File: config.mk
export PLATFORM = sky130hd
export DESIGN_NAME = pcie_dll_acknak_scheduler_flat
export DESIGN_NICKNAME = d
export VERILOG_FILES = /design/src/rtl/pcie_dll_acknak_scheduler_pkg.sv /design/src/rtl/pcie_dll_acknak_scheduler_if.sv /design/src/rtl/pcie_dll_acknak_scheduler_crc16.sv /design/src/rtl/pcie_dll_acknak_scheduler.sv /design/src/flat_wrapper.sv
export SDC_FILE = /design/constraint.sdc
export NUM_CORES = 1
export LEC_CHECK = 0
export CELL_PAD_IN_SITES_DETAIL_PLACEMENT = 1
export CELL_PAD_IN_SITES_GLOBAL_PLACEMENT = 1
export CORE_MARGIN = 4
export CORE_UTILIZATION = 39
export CTS_CLUSTER_SIZE = 24
export DETAILED_ROUTE_END_ITERATION = 8
export GPL_ROUTABILITY_DRIVEN = 0
export PLACE_DENSITY = 0.87
export SLEW_MARGIN = 20
export SYNTH_ARGS = -nofsm -noshare
export SYNTH_HDL_FRONTEND = slang
export SYNTH_HIERARCHICAL = 1
export SYNTH_SLANG_ARGS = --single-unit
File: constraint.sdc
create_clock -name clk -period 2.8 [get_ports clk]
set_input_delay 0.84 -clock clk [delete_from_list [all_inputs] [get_ports clk]]
set_output_delay 0.84 -clock clk [all_outputs]
set_load 0.01 [all_outputs]
File: src/rtl/pcie_dll_acknak_scheduler_pkg.sv
// Shared types for the DLL Ack/Nak scheduler: DLLP payload layout, DLLP type codes
// and scheduler states.
package pcie_dll_acknak_scheduler_pkg;

  localparam int unsigned SEQ_W = 12;
  localparam int unsigned CRC_W = 16;

  localparam logic [7:0] DLLP_ACK = 8'h00;
  localparam logic [7:0] DLLP_NAK = 8'h10;

  // Ack/Nak DLLP: type byte, reserved bits, sequence number, then CRC
  typedef struct packed {
    logic [7:0]       ack_or_nak;
    logic [11:0]      reserved;
    logic [SEQ_W-1:0] seq_num;
    logic [CRC_W-1:0] crc16;
  } dllp_packet;

  localparam int unsigned PCIe_DLLP_PACKET_SIZE = $bits(dllp_packet);

  typedef enum logic [1:0] {
    IDLE,
    SEND_ACK,
    SEND_NAK
  } acknak_state_e;

endpackage

File: src/rtl/pcie_dll_acknak_scheduler_if.sv
// DLLP handoff from the Ack/Nak scheduler to the DLL TX arbiter (valid/ready).
interface pcie_dll_acknak_scheduler_if;
  import pcie_dll_acknak_scheduler_pkg::*;

  logic       dllp_valid_o;
  dllp_packet dllp_o;
  logic       dllp_ready_i;

  modport master (output dllp_valid_o, output dllp_o, input dllp_ready_i);
  modport slave  (input dllp_valid_o, input dllp_o, output dllp_ready_i);
endinterface

File: src/rtl/pcie_dll_acknak_scheduler_crc16.sv
// Combinational DLLP CRC-16 (poly 0x100B, init 0xFFFF, inverted result) over 32 bits,
// MSB first. Only built when DLLP_CRC16_EN is defined.
`ifdef DLLP_CRC16_EN
module pcie_dllp_crc16 (
  input  logic [31:0] data,
  output logic [15:0] crc
);
  logic [15:0] c;

  always_comb begin
    c = 16'hFFFF;
    for (int i = 31; i >= 0; i--) begin
      if (c[15] ^ data[i]) c = {c[14:0], 1'b0} ^ 16'h100B;
      else                 c = {c[14:0], 1'b0};
    end
    crc = ~c;
  end
endmodule
`endif

File: src/rtl/pcie_dll_acknak_scheduler.sv
// Ack/Nak DLLP scheduler: coalesces good-TLP Acks, issues one Nak per error episode,
// and holds each DLLP under valid/ready. DLLP_CRC16_EN fills in the DLLP CRC locally.
module pcie_dll_acknak_scheduler
  import pcie_dll_acknak_scheduler_pkg::*;
#(
  parameter logic [15:0]  ACK_LATENCY  = 16'd255,
  parameter logic [7:0]   ACK_COALESCE = 8'd4,
  parameter int unsigned  TIMER_W      = 16
) (
  input  logic                          clk,
  input  logic                          rst,
  input  logic                          evt_valid_i,
  input  logic                          evt_nak_i,
  input  logic [SEQ_W-1:0]              evt_seq_i,
  pcie_dll_acknak_scheduler_if.master   tx,
  output logic                          nak_scheduled_o,
  output logic                          ack_pending_o
);

  acknak_state_e      state;
  logic [SEQ_W-1:0]   last_seq;
  logic [7:0]         pend_cnt;
  logic [TIMER_W-1:0] timer;
  logic               ack_pending;
  logic               nak_scheduled;
  logic               nak_req;
  logic               dllp_valid;
  dllp_packet         dllp_q;

  logic               good_c;
  logic               bad_c;
  logic               ack_due_c;
  logic [7:0]         pend_inc_c;
  logic [CRC_W-1:0]   crc_c;
  dllp_packet         next_pkt_c;

  assign good_c     = evt_valid_i & ~evt_nak_i;
  assign bad_c      = evt_valid_i &  evt_nak_i;
  assign pend_inc_c = (pend_cnt == 8'hFF) ? pend_cnt : pend_cnt + 8'd1;
  assign ack_due_c  = ack_pending &&
                      ((timer >= TIMER_W'(ACK_LATENCY)) || (pend_cnt >= ACK_COALESCE));

`ifdef DLLP_CRC16_EN
  logic [31:0] crc_data_c;
  assign crc_data_c = {(nak_req ? DLLP_NAK : DLLP_ACK), 12'h000, last_seq};
  pcie_dllp_crc16 u_crc (.data(crc_data_c), .crc(crc_c));
`else
  assign crc_c = '0;
`endif

  // Packet captured on entry to SEND_*; Nak takes priority in IDLE
  always_comb begin
    next_pkt_c            = '0;
    next_pkt_c.ack_or_nak = nak_req ? DLLP_NAK : DLLP_ACK;
    next_pkt_c.seq_num    = last_seq;
    next_pkt_c.crc16      = crc_c;
  end

  always_ff @(posedge clk or posedge rst) begin
    if (rst) begin
      state         <= IDLE;
      last_seq      <= '1;
      pend_cnt      <= '0;
      timer         <= '0;
      ack_pending   <= 1'b0;
      nak_scheduled <= 1'b0;
      nak_req       <= 1'b0;
      dllp_valid    <= 1'b0;
      dllp_q        <= '0;
    end else begin
      if (good_c) begin
        last_seq    <= evt_seq_i;
        ack_pending <= 1'b1;
        pend_cnt    <= pend_inc_c;
      end

      case (state)
        IDLE: begin
          if (ack_pending && (timer != '1)) timer <= timer + TIMER_W'(1);
          if (nak_req || ack_due_c) begin
            state      <= nak_req ? SEND_NAK : SEND_ACK;
            dllp_valid <= 1'b1;
            dllp_q     <= next_pkt_c;
            // pend_cnt now counts only TLPs newer than the captured seq_num
            if (!nak_req) pend_cnt <= good_c ? 8'd1 : 8'd0;
          end
        end
        SEND_ACK: begin
          if (tx.dllp_ready_i) begin
            state       <= IDLE;
            dllp_valid  <= 1'b0;
            timer       <= '0;
            ack_pending <= good_c || (pend_cnt != 8'd0);
          end
        end
        SEND_NAK: begin
          if (tx.dllp_ready_i) begin
            state      <= IDLE;
            dllp_valid <= 1'b0;
            nak_req    <= 1'b0;
          end
        end
        default: state <= IDLE;
      endcase

      // One Nak per episode; a good TLP closes the episode
      if (good_c) begin
        nak_scheduled <= 1'b0;
      end else if (bad_c && !nak_scheduled) begin
        nak_scheduled <= 1'b1;
        nak_req       <= 1'b1;
      end
    end
  end

  assign tx.dllp_valid_o = dllp_valid;
  assign tx.dllp_o       = dllp_q;
  assign nak_scheduled_o = nak_scheduled;
  assign ack_pending_o   = ack_pending;

endmodule

File: src/flat_wrapper.sv
// flat-port wrapper written by rule: the top's interface ports become plain ports
module pcie_dll_acknak_scheduler_flat import pcie_dll_acknak_scheduler_pkg::*;
#(
  parameter logic [15:0]  ACK_LATENCY  = 16'd255,
  parameter logic [7:0]   ACK_COALESCE = 8'd4,
  parameter int unsigned  TIMER_W      = 16
)
  (clk, rst, evt_valid_i, evt_nak_i, evt_seq_i, nak_scheduled_o, ack_pending_o, tx_dllp_valid_o, tx_dllp_o, tx_dllp_ready_i);
  pcie_dll_acknak_scheduler_if tx_i ();
  input  logic clk;
  input  logic rst;
  input  logic evt_valid_i;
  input  logic evt_nak_i;
  input  logic [SEQ_W-1:0] evt_seq_i;
  output logic nak_scheduled_o;
  output logic ack_pending_o;
  output wire logic [$bits(tx_i.dllp_valid_o)-1:0] tx_dllp_valid_o;
  output wire logic [$bits(tx_i.dllp_o)-1:0] tx_dllp_o;
  input wire logic [$bits(tx_i.dllp_ready_i)-1:0] tx_dllp_ready_i;
  assign tx_dllp_valid_o = tx_i.dllp_valid_o;
  assign tx_dllp_o = tx_i.dllp_o;
  assign tx_i.dllp_ready_i = tx_dllp_ready_i;
  pcie_dll_acknak_scheduler #(.ACK_LATENCY(ACK_LATENCY), .ACK_COALESCE(ACK_COALESCE), .TIMER_W(TIMER_W)) u_core (.clk(clk), .rst(rst), .evt_valid_i(evt_valid_i), .evt_nak_i(evt_nak_i), .evt_seq_i(evt_seq_i), .tx(tx_i), .nak_scheduled_o(nak_scheduled_o), .ack_pending_o(ack_pending_o));
endmodule
==> results_tabular.tex, run 1 <==
\begin{tabular}{lr}
\hline
Metric & Value \\
\hline
\multicolumn{2}{l}{\textbf{Run status}} \\
Result of the run & finished, final reports clean \\
\multicolumn{2}{l}{\textbf{Floorplanning}} \\
I/O pin cnt & 68 \\
Number of standard-cell rows in the floorplan & 31 \\
Effective utilization at floorplan & 0.409 \\
Die Span Y & 96.1 um \\
Die Footprint & 0.00924 mm2 \\
Width of the die & 96.1 um \\
Core ar. & 0.00741 mm2 \\
\multicolumn{2}{l}{\textbf{Route}} \\
Wire length after detailed routing & approximately 6.6 mm \\
Average wire per standard cell & 15.5 um \\
Detailed-route vias per instance & 5.19 \\
Number of iterations in the first detailed-routing pass & 4 \\
Post-route antenna net violation count & 0 \\
Total via count in the routed design & 2197 \\
DRC viols & 0 \\
Initial drt markers & 70 \\
\multicolumn{2}{l}{\textbf{Logic synthesis}} \\
Synth Warn \# & 6 \\
Post-synthesis average cell area & 10.6 um2 \\
Post-Syn Instances & between 200 and 300 \\
Unique cell type count in the Yosys netlist & around 50 \\
Register bit count reported by yosys & 55 \\
Post-synthesis instance area & 0.00303 mm2 \\
Sequential-to-total area share from yosys stat & 0.460 \\
Area fraction of the dominant cell type after synthesis & 0.355 \\
Cell type with the largest total area after synthesis & sky130\_fd\_sc\_hd\_\_dfrtp\_1 \\
Top cells by area, synth & sky130\_fd\_sc\_hd\_\_dfrtp\_1, sky130\_fd\_sc\_hd\_\_dfstp\_2, sky130\_fd\_sc\_hd\_\_buf\_4 \\
\multicolumn{2}{l}{\textbf{Worst setup path}} \\
Worst reg-to-reg setup slack & 0.56 ns \\
R2R Path End & u\_core/timer[5] \\
CP startpoint kind & primary input \\
Arrival time at the worst endpoint & between 2 and 3 ns \\
Depth of the worst register-to-register path & 7 \\
Maximum net fanout on the critical path & 6 \\
Required time worst endpoint & 3.05 ns \\
Setup Crit Path Kind & in2reg \\
Source of the worst register-to-register timing path & u\_core/state[0] \\
Critical Path Sink Type & flip-flop \\
\multicolumn{2}{l}{\textbf{CTS}} \\
Level count of the clock H-tree & 2 \\
Clock slew at the register clock pins of the worst setup and hold paths & 0.10 ns \\
TritonCTS Buffers & 5 \\
CTS sink cnt & 55 \\
Clock tree root driver cell & sky130\_fd\_sc\_hd\_\_clkbuf\_8 \\
Clock Latency Late Sink & between 0.3 and 0.4 ns \\
Post-CTS setup buffer count & 0 \\
Hold-fix buffers at CTS & 0 \\
TritonCTS clock tree & done \\
Maximum root-to-sink buffer count & 2 \\
\# resized after CTS & 0 \\
\multicolumn{2}{l}{\textbf{Worst hold path}} \\
Count of cells along the worst hold path & 1 \\
Capture endpoint of the worst hold path & u\_core/tx.dllp\_o[20] \\
Launch instance of the worst min-delay path & u\_core/tx.dllp\_o[20] \\
Type of the most critical hold path & reg2reg \\
\multicolumn{2}{l}{\textbf{STA}} \\
Slew @ Worst Pin & 0.527 ns \\
Max Clock Skew & 0.0133 ns \\
RSZ-0062 raised after global routing & no \\
Worst hold slack & 0.504 ns \\
Final setup violation count & 0 \\
Final sum of negative setup slack & 0 ns \\
Worst slew margin relative to its limit & 0.639 \\
Fin crit period & about 2.3 ns \\
Fin. max-slew vios & 0 \\
Max Clock Freq & 440 MHz \\
Hold violation count in the final report & 0 \\
Min setup slack post-route & 0.529 ns \\
Final period utilization & 0.811 \\
\multicolumn{2}{l}{\textbf{Global route}} \\
All-Layer GR Usage & 0.155 \\
Grt ovf & 0 \\
Maximum number of pins on one net before global-route repair & 34 \\
First-pass GRT wire length & 11.1 mm \\
Via count of the first global-routing pass & 2284 \\
Number of antenna violations at the first check in global routing & 0 \\
\multicolumn{2}{l}{\textbf{Placement}} \\
Placed standard-cell area & approximately 0.0034 mm2 \\
Worst-case setup slack after placement & 0.193 ns \\
Number of instances in the placed design & 415 \\
Count of input and output buffers & 32 \\
Post-DP HPWL & 5.07 mm \\
\multicolumn{2}{l}{\textbf{Final layout}} \\
Total inserted antenna cells & 0 \\
Count of nets after finishing & around 350 \\
Share of layout cells above drive strength 1 & 0.194 \\
Area overhead of the layout relative to synthesis & 14.0\% \\
Fill cells & 830 \\
Utilization after layout & 0.466 \\
Final Cell Area & 0.00345 mm2 \\
Post-layout instance count excluding filler cells & 423 \\
\multicolumn{2}{l}{\textbf{Power}} \\
Power per unit of standard cell area & 867 mW/mm2 \\
Post-layout total power & about 3 mW \\
Peak ir drop on the vdd network & 0.000478 V \\
Leakage component of the power & about 1.5 nW \\
\multicolumn{2}{l}{\textbf{Run}} \\
Max-capacitance violation count & 0 \\
\hline
\end{tabular}
## cells in the mapped netlist (all sizes together)
| library cell | number |
|---|---|
| a211oi | 3 |
| or3 | 2 |
| xnor2 | 2 |
| conb | 1 |
| o22a | 1 |
| inv | 10 |
| o21ai | 12 |
| clkbuf | 3 |
| xor2 | 2 |
| ha | 6 |
| and2 | 1 |
| a2111oi | 1 |
| and4 | 5 |
| nor3 | 7 |
| nor2 | 8 |
| nand4b | 1 |
| a21o | 1 |
| dfstp | 12 |
| a32o | 1 |
| nor2b | 1 |
| mux2 | 26 |
| buf | 41 |
| nand3b | 1 |
| or4 | 8 |
| a22o | 2 |
| o2111a | 1 |
| a21boi | 1 |
| nand3 | 10 |
| nand4 | 8 |
| nand2 | 21 |
| or2 | 3 |
| dfrtp | 43 |
| a21oi | 18 |
| a31oi | 3 |
| nand2b | 4 |
| and3 | 3 |
| o31ai | 7 |
| o21a | 2 |
| nor4 | 4 |
| o41ai | 1 |
## cell type report
cell class	count	area, um2	share of cell area
repair buffers	39	385	0.112
well taps	99	124	0.0359
flip-flops and latches	55	1390	0.403
inverters	10	37.5	0.0109
clock buffers	6	82.6	0.0239
multi-input cells	212	1420	0.410
clock inverters	2	17.5	0.00507
## flip-flops by register name, summed over array words and instances (netlist names)
| signal | count |
|---|---|
| u_core/nak_req | 1 |
| u_core/tx.dllp_o | 13 |
| u_core/nak_scheduled_o | 1 |
| u_core/last_seq | 12 |
| u_core/pend_cnt | 8 |
| u_core/ack_pending_o | 1 |
| u_core/tx.dllp_valid_o | 1 |
| u_core/timer | 16 |
| u_core/state | 2 |
## cells by family (layout without fill, tap and decap cells)
logic type	Yosys count	after routing	share of synthesized area
simple gates	87	87	0.165
flops	55	55	0.460
compound gates	54	54	0.126
buf+inv	54	57	0.115
mux	26	26	0.0967
fa+ha+maj	6	6	0.0248
xor+xnor	4	4	0.0116
other cells	1	35	0.00124
## cells in the final DEF, fill, tap and decap left out, types with 2 or more instances in the layout
| master | Yosys | routed |
|---|---|---|
| sky130_fd_sc_hd__ha_1 | 6 | 6 |
| sky130_fd_sc_hd__and3_1 | 3 | 3 |
| sky130_fd_sc_hd__and4_1 | 5 | 5 |
| sky130_fd_sc_hd__a21oi_1 | 11 | 11 |
| sky130_fd_sc_hd__a211oi_1 | 3 | 3 |
| sky130_fd_sc_hd__nand4_2 | 2 | 2 |
| sky130_fd_sc_hd__conb_1 | 1 | 35 |
| sky130_fd_sc_hd__mux2_2 | 14 | 14 |
| sky130_fd_sc_hd__o21a_1 | 2 | 2 |
| sky130_fd_sc_hd__o31ai_1 | 7 | 7 |
| sky130_fd_sc_hd__nand3_1 | 10 | 10 |
| sky130_fd_sc_hd__dfrtp_1 | 43 | 43 |
| sky130_fd_sc_hd__or4_2 | 4 | 4 |
| sky130_fd_sc_hd__a31oi_1 | 3 | 3 |
| sky130_fd_sc_hd__nor4_1 | 4 | 4 |
| sky130_fd_sc_hd__a21oi_2 | 7 | 7 |
| sky130_fd_sc_hd__nand2b_1 | 4 | 4 |
| sky130_fd_sc_hd__buf_4 | 36 | 6 |
| sky130_fd_sc_hd__o21ai_1 | 6 | 6 |
| sky130_fd_sc_hd__xnor2_1 | 2 | 2 |
| sky130_fd_sc_hd__nor2_1 | 8 | 8 |
| sky130_fd_sc_hd__nor3_1 | 7 | 7 |
| sky130_fd_sc_hd__or4_1 | 3 | 3 |
| sky130_fd_sc_hd__inv_1 | 10 | 9 |
| sky130_fd_sc_hd__nand4_1 | 6 | 6 |
| sky130_fd_sc_hd__o21ai_0 | 5 | 5 |
| sky130_fd_sc_hd__a22o_1 | 2 | 2 |
| sky130_fd_sc_hd__clkdlybuf4s50_1 | 0 | 32 |
| sky130_fd_sc_hd__mux2_1 | 12 | 12 |
| sky130_fd_sc_hd__inv_6 | 0 | 2 |
| sky130_fd_sc_hd__nand2_1 | 21 | 21 |
| sky130_fd_sc_hd__xor2_1 | 2 | 2 |
| sky130_fd_sc_hd__clkbuf_8 | 0 | 6 |
| sky130_fd_sc_hd__dfstp_2 | 12 | 12 |
| sky130_fd_sc_hd__or2_2 | 3 | 3 |
## worst max-delay path, stage by stage
cell,delay [ns]
sky130_fd_sc_hd__clkdlybuf4s50_1,0.48
sky130_fd_sc_hd__nand2b_1,0.17
sky130_fd_sc_hd__nand3_1,0.11
sky130_fd_sc_hd__or2_2,0.35
sky130_fd_sc_hd__or4_1,0.44
sky130_fd_sc_hd__a21oi_2,0.14
## worst max path at each step
stage | endpoint | cells after the start | slack, ns | from
floorplan | u_core/ack_pending_o | 1 | 0.64 | rst
global placement | u_core/timer[15] | 6 | 0.24 | tx_dllp_ready_i
detailed placement | u_core/timer[13] | 6 | 0.19 | tx_dllp_ready_i
CTS | u_core/timer[13] | 6 | 0.53 | tx_dllp_ready_i
global route | u_core/timer[12] | 7 | 0.31 | u_core/state[0]
finish | u_core/timer[13] | 6 | 0.53 | tx_dllp_ready_i
## where the power goes
part | switching (mW) | internal [mW]
combinational | 0.647 | 0.603
clock | 0.279 | 0.208
sequential | 0.209 | 1.05
## metal layers
metal,vias to the layer above,part of all wire,track usage
met3,8,0.061,0.0469
met1,1095,0.43,0.189
met5,-,0,0
li1,1043,-,-
met4,0,0.0078,0.0355
met2,51,0.50,0.268
No activity file was read; power rests on OpenSTA's default activity.
==> inputs of run 2 (changes only) <==
CORE_UTILIZATION = 35   (was 39)
PLACE_DENSITY = 0.83   (was 0.87)
clock period = 2 ns   (was 2.8 ns; I/O delays follow)
==> run 2 against run 1 <==
Register-to-register slack got worse by 0.54 ns; cell count increased by 11%; critical path depth unchanged; die area increased by 10%; critical endpoint is now u_core/tx.dllp_o[26]; clock-buffer cell count unchanged; core utilization grew 0.32 points; combinational power is 92% higher; critical path type is now reg2reg; power rose by 61%.
==> results_tabular.tex, run 2 (same netlist as run 1, synthesis figures left out) <==
\begin{tabular}{lr}
\hline
Metric & Value \\
\hline
\multicolumn{2}{l}{\textbf{Floorplanning}} \\
Die Span Y & 101 um (was 96.1 um) \\
Width of the die & 101 um (was 96.1 um) \\
Number of standard-cell rows in the floorplan & 33 (was 31) \\
Core ar. & 0.00830 mm2 (was 0.00741 mm2) \\
Die Footprint & 0.0102 mm2 (was 0.00924 mm2) \\
I/O pin cnt & 68 (unchanged) \\
Effective utilization at floorplan & 0.365 (was 0.409) \\
\multicolumn{2}{l}{\textbf{Route}} \\
Detailed-route vias per instance & 5.12 (was 5.19) \\
Number of iterations in the first detailed-routing pass & 4 (unchanged) \\
DRC viols & 0 (unchanged) \\
Average wire per standard cell & 16.4 um (was 15.5 um) \\
Post-route antenna net violation count & 0 (unchanged) \\
Initial drt markers & 51 (was 70) \\
Total via count in the routed design & 2408 (was 2197) \\
Wire length after detailed routing & 7.72 mm (was 6.57 mm) \\
\multicolumn{2}{l}{\textbf{Worst setup path}} \\
Largest stage delay on the critical path & 0.46 ns (was 0.48 ns) \\
Cell with the largest stage delay on the worst path & sky130\_fd\_sc\_hd\_\_dfrtp\_1 (was sky130\_fd\_sc\_hd\_\_clkdlybuf4s50\_1) \\
Source of the worst register-to-register timing path & u\_core/timer[15] (was u\_core/state[0]) \\
Setup Crit Path Kind & reg2reg (was in2reg) \\
Required time worst endpoint & 2.21 ns (was 3.05 ns) \\
CP Buf/Inv Count & 1 (unchanged) \\
Chain of cells forming the critical path & nor4\_2, nand4\_1, o21a\_1, o21ai\_2, buf\_12, mux2\_1 (was clkdlybuf4s50\_1, nand2b\_1, nand3\_1, or2\_2, or4\_1, a21oi\_2) \\
R2R Path End & u\_core/tx.dllp\_o[26] (was u\_core/timer[5]) \\
CP startpoint kind & flip-flop (was primary input) \\
Depth of the worst register-to-register path & 6 (was 7) \\
Worst reg-to-reg setup slack & 0.02 ns (was 0.56 ns) \\
Arrival time at the worst endpoint & 2.19 ns (was 2.52 ns) \\
Maximum net fanout on the critical path & 12 (was 6) \\
Kind of cell with the highest combined delay on the critical path & simple AND/OR/NAND/NOR gates (unchanged) \\
Critical Path Sink Type & flip-flop (unchanged) \\
\multicolumn{2}{l}{\textbf{STA}} \\
Min setup slack post-route & 0.0190 ns (was 0.529 ns) \\
Fin. max-slew vios & 0 (unchanged) \\
RSZ-0062 raised after global routing & yes (was no) \\
Fin crit period & slightly below 2 ns \\
Final sum of negative setup slack & 0 ns (unchanged) \\
Final setup violation count & 0 (unchanged) \\
Slew @ Worst Pin & 0.507 ns (was 0.527 ns) \\
Max Clock Freq & 505 MHz \\
Worst slew margin relative to its limit & 0.659 (was 0.639) \\
Max Clock Skew & 0.00728 ns (was 0.0133 ns) \\
Worst hold slack & 0.492 ns (was 0.504 ns) \\
Final period utilization & 0.991 \\
Hold violation count in the final report & 0 (unchanged) \\
\multicolumn{2}{l}{\textbf{CTS}} \\
CTS sink cnt & 55 (unchanged) \\
Clock slew at the register clock pins of the worst setup and hold paths & 0.11 ns (was 0.10 ns) \\
TritonCTS Buffers & 5 (unchanged) \\
Hold-fix buffers at CTS & 0 (unchanged) \\
Maximum root-to-sink buffer count & 2 (unchanged) \\
Clock Latency Late Sink & 0.32 ns (about the same) \\
Clock tree root driver cell & sky130\_fd\_sc\_hd\_\_clkbuf\_8 (unchanged) \\
TritonCTS clock tree & done (unchanged) \\
Level count of the clock H-tree & 2 (unchanged) \\
\multicolumn{2}{l}{\textbf{Power}} \\
Post-layout total power & 4.83 mW (was 2.99 mW) \\
Power per unit of standard cell area & 1240 mW/mm2 (was 867 mW/mm2) \\
Peak ir drop on the vdd network & 0.000651 V (was 0.000478 V) \\
Leakage component of the power & 1.69 nW (was 1.45 nW) \\
\multicolumn{2}{l}{\textbf{Final layout}} \\
Number of flip-flops in the largest register & 16 (unchanged) \\
Count of nets after finishing & 387 (was 346) \\
Utilization after layout & 0.469 (was 0.466) \\
Area overhead of the layout relative to synthesis & 28.6\% (was 14.0\%) \\
Total inserted antenna cells & 0 (unchanged) \\
Final Cell Area & 0.00389 mm2 (was 0.00345 mm2) \\
Largest reg by FF count & u\_core/timer (unchanged) \\
Most common library cell in the layout ignoring fill and taps & sky130\_fd\_sc\_hd\_\_buf\_4 (was sky130\_fd\_sc\_hd\_\_dfrtp\_1) \\
Commonest cells after routing, fill and taps aside & sky130\_fd\_sc\_hd\_\_buf\_4, sky130\_fd\_sc\_hd\_\_dfrtp\_1, sky130\_fd\_sc\_hd\_\_conb\_1 (was sky130\_fd\_sc\_hd\_\_dfrtp\_1, sky130\_fd\_sc\_hd\_\_conb\_1, sky130\_fd\_sc\_hd\_\_clkdlybuf4s50\_1) \\
Fill cells & 913 (was 830) \\
Share of layout cells above drive strength 1 & 0.332 (was 0.194) \\
Post-layout instance count excluding filler cells & 470 (was 423) \\
\multicolumn{2}{l}{\textbf{Worst hold path}} \\
Capture endpoint of the worst hold path & u\_core/nak\_req (was u\_core/tx.dllp\_o[20]) \\
Launch instance of the worst min-delay path & u\_core/nak\_scheduled\_o (was u\_core/tx.dllp\_o[20]) \\
Count of cells along the worst hold path & 1 (unchanged) \\
Type of the most critical hold path & reg2reg (unchanged) \\
\multicolumn{2}{l}{\textbf{Placement}} \\
Number of instances in the placed design & 455 (was 415) \\
Post-DP HPWL & 5.66 mm (was 5.07 mm) \\
Worst-case setup slack after placement & -0.391 ns (was 0.193 ns) \\
Count of input and output buffers & 32 (unchanged) \\
Placed standard-cell area & 0.00363 mm2 (was 0.00335 mm2) \\
\multicolumn{2}{l}{\textbf{Run}} \\
Max-capacitance violation count & 0 (unchanged) \\
\multicolumn{2}{l}{\textbf{Global route}} \\
Via count of the first global-routing pass & 2640 (was 2284) \\
Maximum number of pins on one net before global-route repair & 56 (was 34) \\
All-Layer GR Usage & 0.157 (was 0.155) \\
First-pass GRT wire length & 12.8 mm (was 11.1 mm) \\
Met1 demand-to-capacity share in global routing & 0.177 (was 0.189) \\
Number of antenna violations at the first check in global routing & 0 (unchanged) \\
GR Layer Usage met2 & 0.291 (was 0.268) \\
GR peak layer & met2 (unchanged) \\
Met3 usage & 0.0422 (was 0.0469) \\
Grt ovf & 0 (unchanged) \\
\multicolumn{2}{l}{\textbf{Run status}} \\
Result of the run & finished, final reports clean (unchanged) \\
\hline
\end{tabular}
-- run 2: power breakdown --
part | internal (mW) | leakage (nW) | switching, mW
sequential | 1.47 | 0.667 | 0.275
combinational | 1.27 | 0.967 | 1.12
clock | 0.291 | 0.0522 | 0.400
-- run 2: layout make-up --
type,instances,area [um2],area share
Multi-Input combinational cell,212,1510,0.387
Sequential cell,55,1390,0.358
Timing Repair Buffer,80,726,0.186
Tap cell,105,131,0.0337
Clock buffer,6,82.6,0.0212
Inverter,10,37.5,0.00964
Clock inverter,2,17.5,0.00450
-- run 2: worst max-delay path by stage --
stage | slack [ns] | end | start | cells after the start
4_1_cts | 0.003 | u_core/tx.dllp_o[21] | u_core/pend_cnt[2] | 7
3_5_place_dp | -0.39 | u_core/timer[15] | tx_dllp_ready_i | 6
2_1_floorplan | 0.03 | u_core/timer[13] | u_core/state[1] | 8
3_3_place_gp | -0.32 | u_core/timer[13] | tx_dllp_ready_i | 6
5_1_grt | -0.08 | u_core/tx.dllp_o[24] | u_core/pend_cnt[2] | 7
6_report | 0.02 | u_core/tx.dllp_o[26] | u_core/timer[15] | 6
-- run 2: worst reg2reg max path, cell delays in order (launching register included) --
cell	delay, ns
sky130_fd_sc_hd__dfrtp_1	0.46
sky130_fd_sc_hd__nor4_2	0.35
sky130_fd_sc_hd__nand4_1	0.17
sky130_fd_sc_hd__o21a_1	0.24
sky130_fd_sc_hd__o21ai_2	0.17
sky130_fd_sc_hd__buf_12	0.17
sky130_fd_sc_hd__mux2_1	0.33
-- run 2: repair_timing --
item / in CTS / in global routing
endpoints found under the setup margin: 23 / 24
buffers inserted: 3 / 4
gates resized for setup: 13 / 13
endpoints found under the hold margin: 0 / 0
pin swaps: 1 / 4
-- run 2: layer usage --
layer / share of wire / up-vias
met4: 0.014 / 0
met3: 0.060 / 13
li1: - / 1116
met5: 0 / -
met2: 0.53 / 68
met1: 0.40 / 1211
==> inputs of run 3 (changes only) <==
--- a/config.mk
+++ b/config.mk
@@ -9,3 +9,3 @@
 export CELL_PAD_IN_SITES_GLOBAL_PLACEMENT = 1
-export CORE_MARGIN = 4
+export CORE_MARGIN = 5
 export CORE_UTILIZATION = 35
--- a/constraint.sdc
+++ b/constraint.sdc
@@ -3,2 +3,2 @@
 set_output_delay 0.6 -clock clk [all_outputs]
-set_load 0.01 [all_outputs]
+set_load 0.005 [all_outputs]
==> run 3 against run 2 <==
The run now ends with negative setup slack left; combinational power is 7% lower; maximum frequency decreased by 4.0%; first-iteration DRC count grew 29%; setup slack got worse by 0.084 ns; clock-buffer cell count stayed put.
==> results_tabular.tex, run 3 (same netlist as run 1, synthesis figures left out) <==
\begin{tabular}{lr}
\hline
Metric & Value \\
\hline
\multicolumn{2}{l}{\textbf{Run}} \\
Max-capacitance violation count & 0 (unchanged) \\
\multicolumn{2}{l}{\textbf{Route}} \\
Wire length after detailed routing & 7.63 mm (was 7.72 mm) \\
Post-route antenna net violation count & 0 (unchanged) \\
Detailed-route vias per instance & 5.10 (was 5.12) \\
DRC viols & 0 (unchanged) \\
Initial drt markers & 66 (was 51) \\
Average wire per standard cell & 16.5 um (was 16.4 um) \\
Total via count in the routed design & 2355 (was 2408) \\
Number of iterations in the first detailed-routing pass & 4 (unchanged) \\
\multicolumn{2}{l}{\textbf{Placement}} \\
Count of input and output buffers & 32 (unchanged) \\
Post-DP HPWL & 5.29 mm (was 5.66 mm) \\
Placed standard-cell area & 0.00356 mm2 (was 0.00363 mm2) \\
Worst-case setup slack after placement & -0.508 ns (was -0.391 ns) \\
\multicolumn{2}{l}{\textbf{Worst setup path}} \\
Setup Crit Path Kind & reg2reg (unchanged) \\
Source of the worst register-to-register timing path & u\_core/timer[9] (was u\_core/timer[15]) \\
Worst reg-to-reg setup slack & -0.06 ns (was 0.02 ns) \\
R2R Path End & u\_core/tx.dllp\_o[22] (was u\_core/tx.dllp\_o[26]) \\
Maximum net fanout on the critical path & 12 (unchanged) \\
Critical Path Sink Type & flip-flop (unchanged) \\
Required time worst endpoint & 2.20 ns (was 2.21 ns) \\
Arrival time at the worst endpoint & 2.26 ns (was 2.19 ns) \\
Depth of the worst register-to-register path & 6 (unchanged) \\
CP startpoint kind & flip-flop (unchanged) \\
\multicolumn{2}{l}{\textbf{Worst hold path}} \\
Launch instance of the worst min-delay path & u\_core/tx.dllp\_o[26] (was u\_core/nak\_scheduled\_o) \\
Type of the most critical hold path & reg2reg (unchanged) \\
Capture endpoint of the worst hold path & u\_core/tx.dllp\_o[26] (was u\_core/nak\_req) \\
Count of cells along the worst hold path & 1 (unchanged) \\
\multicolumn{2}{l}{\textbf{Run status}} \\
Result of the run & complete, but fails checks (was finished, final reports clean) \\
Failing checks & negative setup slack \\
\multicolumn{2}{l}{\textbf{STA}} \\
Max Clock Skew & 0.0110 ns (was 0.00728 ns) \\
Fin. max-slew vios & 0 (unchanged) \\
Min setup slack post-route & -0.0646 ns (was 0.0190 ns) \\
Hold violation count in the final report & 0 (unchanged) \\
Final setup violation count & 12 (was 0) \\
Final period utilization & 1.03 (was 0.991) \\
RSZ-0062 raised after global routing & yes (unchanged) \\
Max Clock Freq & 484 MHz (was 505 MHz) \\
Slew @ Worst Pin & 0.498 ns (was 0.507 ns) \\
Fin crit period & 2.06 ns (was 1.98 ns) \\
Final sum of negative setup slack & -0.630 ns (was 0 ns) \\
Worst slew margin relative to its limit & 0.665 (was 0.659) \\
\multicolumn{2}{l}{\textbf{CTS}} \\
TritonCTS Buffers & 5 (unchanged) \\
Maximum root-to-sink buffer count & 2 (unchanged) \\
Clock slew at the register clock pins of the worst setup and hold paths & 0.10 ns (was 0.11 ns) \\
TritonCTS clock tree & done (unchanged) \\
Hold-fix buffers at CTS & 0 (unchanged) \\
Level count of the clock H-tree & 2 (unchanged) \\
Clock tree root driver cell & sky130\_fd\_sc\_hd\_\_clkbuf\_8 (unchanged) \\
CTS sink cnt & 55 (unchanged) \\
Clock Latency Late Sink & 0.31 ns (was 0.32 ns) \\
\multicolumn{2}{l}{\textbf{Global route}} \\
Via count of the first global-routing pass & 2603 (was 2640) \\
All-Layer GR Usage & 0.147 (was 0.157) \\
Grt ovf & 0 (unchanged) \\
First-pass GRT wire length & 12.4 mm (was 12.8 mm) \\
Maximum number of pins on one net before global-route repair & 56 (unchanged) \\
Number of antenna violations at the first check in global routing & 0 (unchanged) \\
\multicolumn{2}{l}{\textbf{Final layout}} \\
Total inserted antenna cells & 0 (unchanged) \\
Share of layout cells above drive strength 1 & 0.316 (was 0.332) \\
Final Cell Area & 0.00382 mm2 (was 0.00389 mm2) \\
Largest reg by FF count & u\_core/timer (unchanged) \\
Number of flip-flops in the largest register & 16 (unchanged) \\
Area overhead of the layout relative to synthesis & 26.2\% (was 28.6\%) \\
Most common library cell in the layout ignoring fill and taps & sky130\_fd\_sc\_hd\_\_dfrtp\_1 (was sky130\_fd\_sc\_hd\_\_buf\_4) \\
Commonest cells after routing, fill and taps aside & sky130\_fd\_sc\_hd\_\_dfrtp\_1, sky130\_fd\_sc\_hd\_\_conb\_1, sky130\_fd\_sc\_hd\_\_buf\_4 (was sky130\_fd\_sc\_hd\_\_buf\_4, sky130\_fd\_sc\_hd\_\_dfrtp\_1, sky130\_fd\_sc\_hd\_\_conb\_1) \\
Count of nets after finishing & 376 (was 387) \\
\multicolumn{2}{l}{\textbf{Floorplanning}} \\
Width of the die & 103 um (was 101 um) \\
Number of standard-cell rows in the floorplan & 34 (was 33) \\
I/O pin cnt & 68 (unchanged) \\
Effective utilization at floorplan & 0.352 (was 0.365) \\
Die Footprint & 0.0106 mm2 (was 0.0102 mm2) \\
Die Span Y & 103 um (was 101 um) \\
Core ar. & 0.00859 mm2 (was 0.00830 mm2) \\
\multicolumn{2}{l}{\textbf{Power}} \\
Leakage component of the power & 1.63 nW (was 1.69 nW) \\
Peak ir drop on the vdd network & 0.000698 V (was 0.000651 V) \\
Post-layout total power & 4.62 mW (was 4.83 mW) \\
Power per unit of standard cell area & 1210 mW/mm2 (was 1240 mW/mm2) \\
\hline
\end{tabular}
## run 3: cell types whose count changed in the layout (fill, tap and decap cells not counted), moves of 2 or more
cell and delta:
sky130_fd_sc_hd__nor3_1 -2, sky130_fd_sc_hd__nor3_2 +2, sky130_fd_sc_hd__buf_4 -10, sky130_fd_sc_hd__dfrtp_2 +2, sky130_fd_sc_hd__buf_6 -2, sky130_fd_sc_hd__dfrtp_1 -2
## run 3: worst max path at each step
stage	from	endpoint	cells after the start
floorplan	u_core/state[1]	u_core/timer[13]	8
global placement	tx_dllp_ready_i	u_core/timer[13]	6
detailed placement	tx_dllp_ready_i	u_core/timer[13]	6
CTS	u_core/pend_cnt[2]	u_core/tx.dllp_o[23]	7
global route	u_core/timer[9]	u_core/tx.dllp_o[22]	6
finish	u_core/timer[9]	u_core/tx.dllp_o[22]	6
## run 3: layout make-up
type,count,area [um2]
Clock inverter,2,17.5
Multi-Input combinational cell,212,1520
Sequential cell,55,1400
Tap cell,108,135
Clock buffer,6,72.6
Fill cell,965,4770
Timing Repair Buffer,69,647
Inverter,10,37.5
## run 3: power breakdown
part	switching (mW)	leakage (nW)	internal [mW]
clock network	0.391	0.0458	0.256
registers	0.278	0.664	1.47
logic	0.998	0.918	1.23
## run 3: metrics by stage
stage / utilization / hold slack, ns / std cells
finish: 0.445 / 0.507 / 462
global route: 0.445 / 0.536 / 462
CTS: 0.432 / 0.510 / 458
detailed placement: 0.415 / 0.485 / 447
global placement: 0.415 / 0.472 / 447
floorplan: - / 0.472 / 321
## run 3: critical path, stage by stage (launching register included)
cell and delay [ns]:
sky130_fd_sc_hd__dfrtp_1 0.50, sky130_fd_sc_hd__nor4_1 0.36, sky130_fd_sc_hd__nand4_1 0.17, sky130_fd_sc_hd__o21a_1 0.25, sky130_fd_sc_hd__o21ai_2 0.18, sky130_fd_sc_hd__buf_12 0.17
sky130_fd_sc_hd__mux2_1 0.33
## run 3: timing repair
item | CTS | global route
setup endpoints to repair | 24 | 25
gates resized for setup | 8 | 20
pin swaps | 1 | 4
buffers inserted | 3 | 4
## run 3: metal layers
| layer | up-vias | track usage | wire [um] |
|---|---|---|---|
| li1 | 1094 | - | - |
| met1 | 1194 | 0.169 | 3070 |
| met2 | 61 | 0.265 | 4000 |
| met3 | 6 | 0.0453 | 508 |
| met4 | 0 | 0.0369 | 56 |
| met5 | - | 0 | 0 |
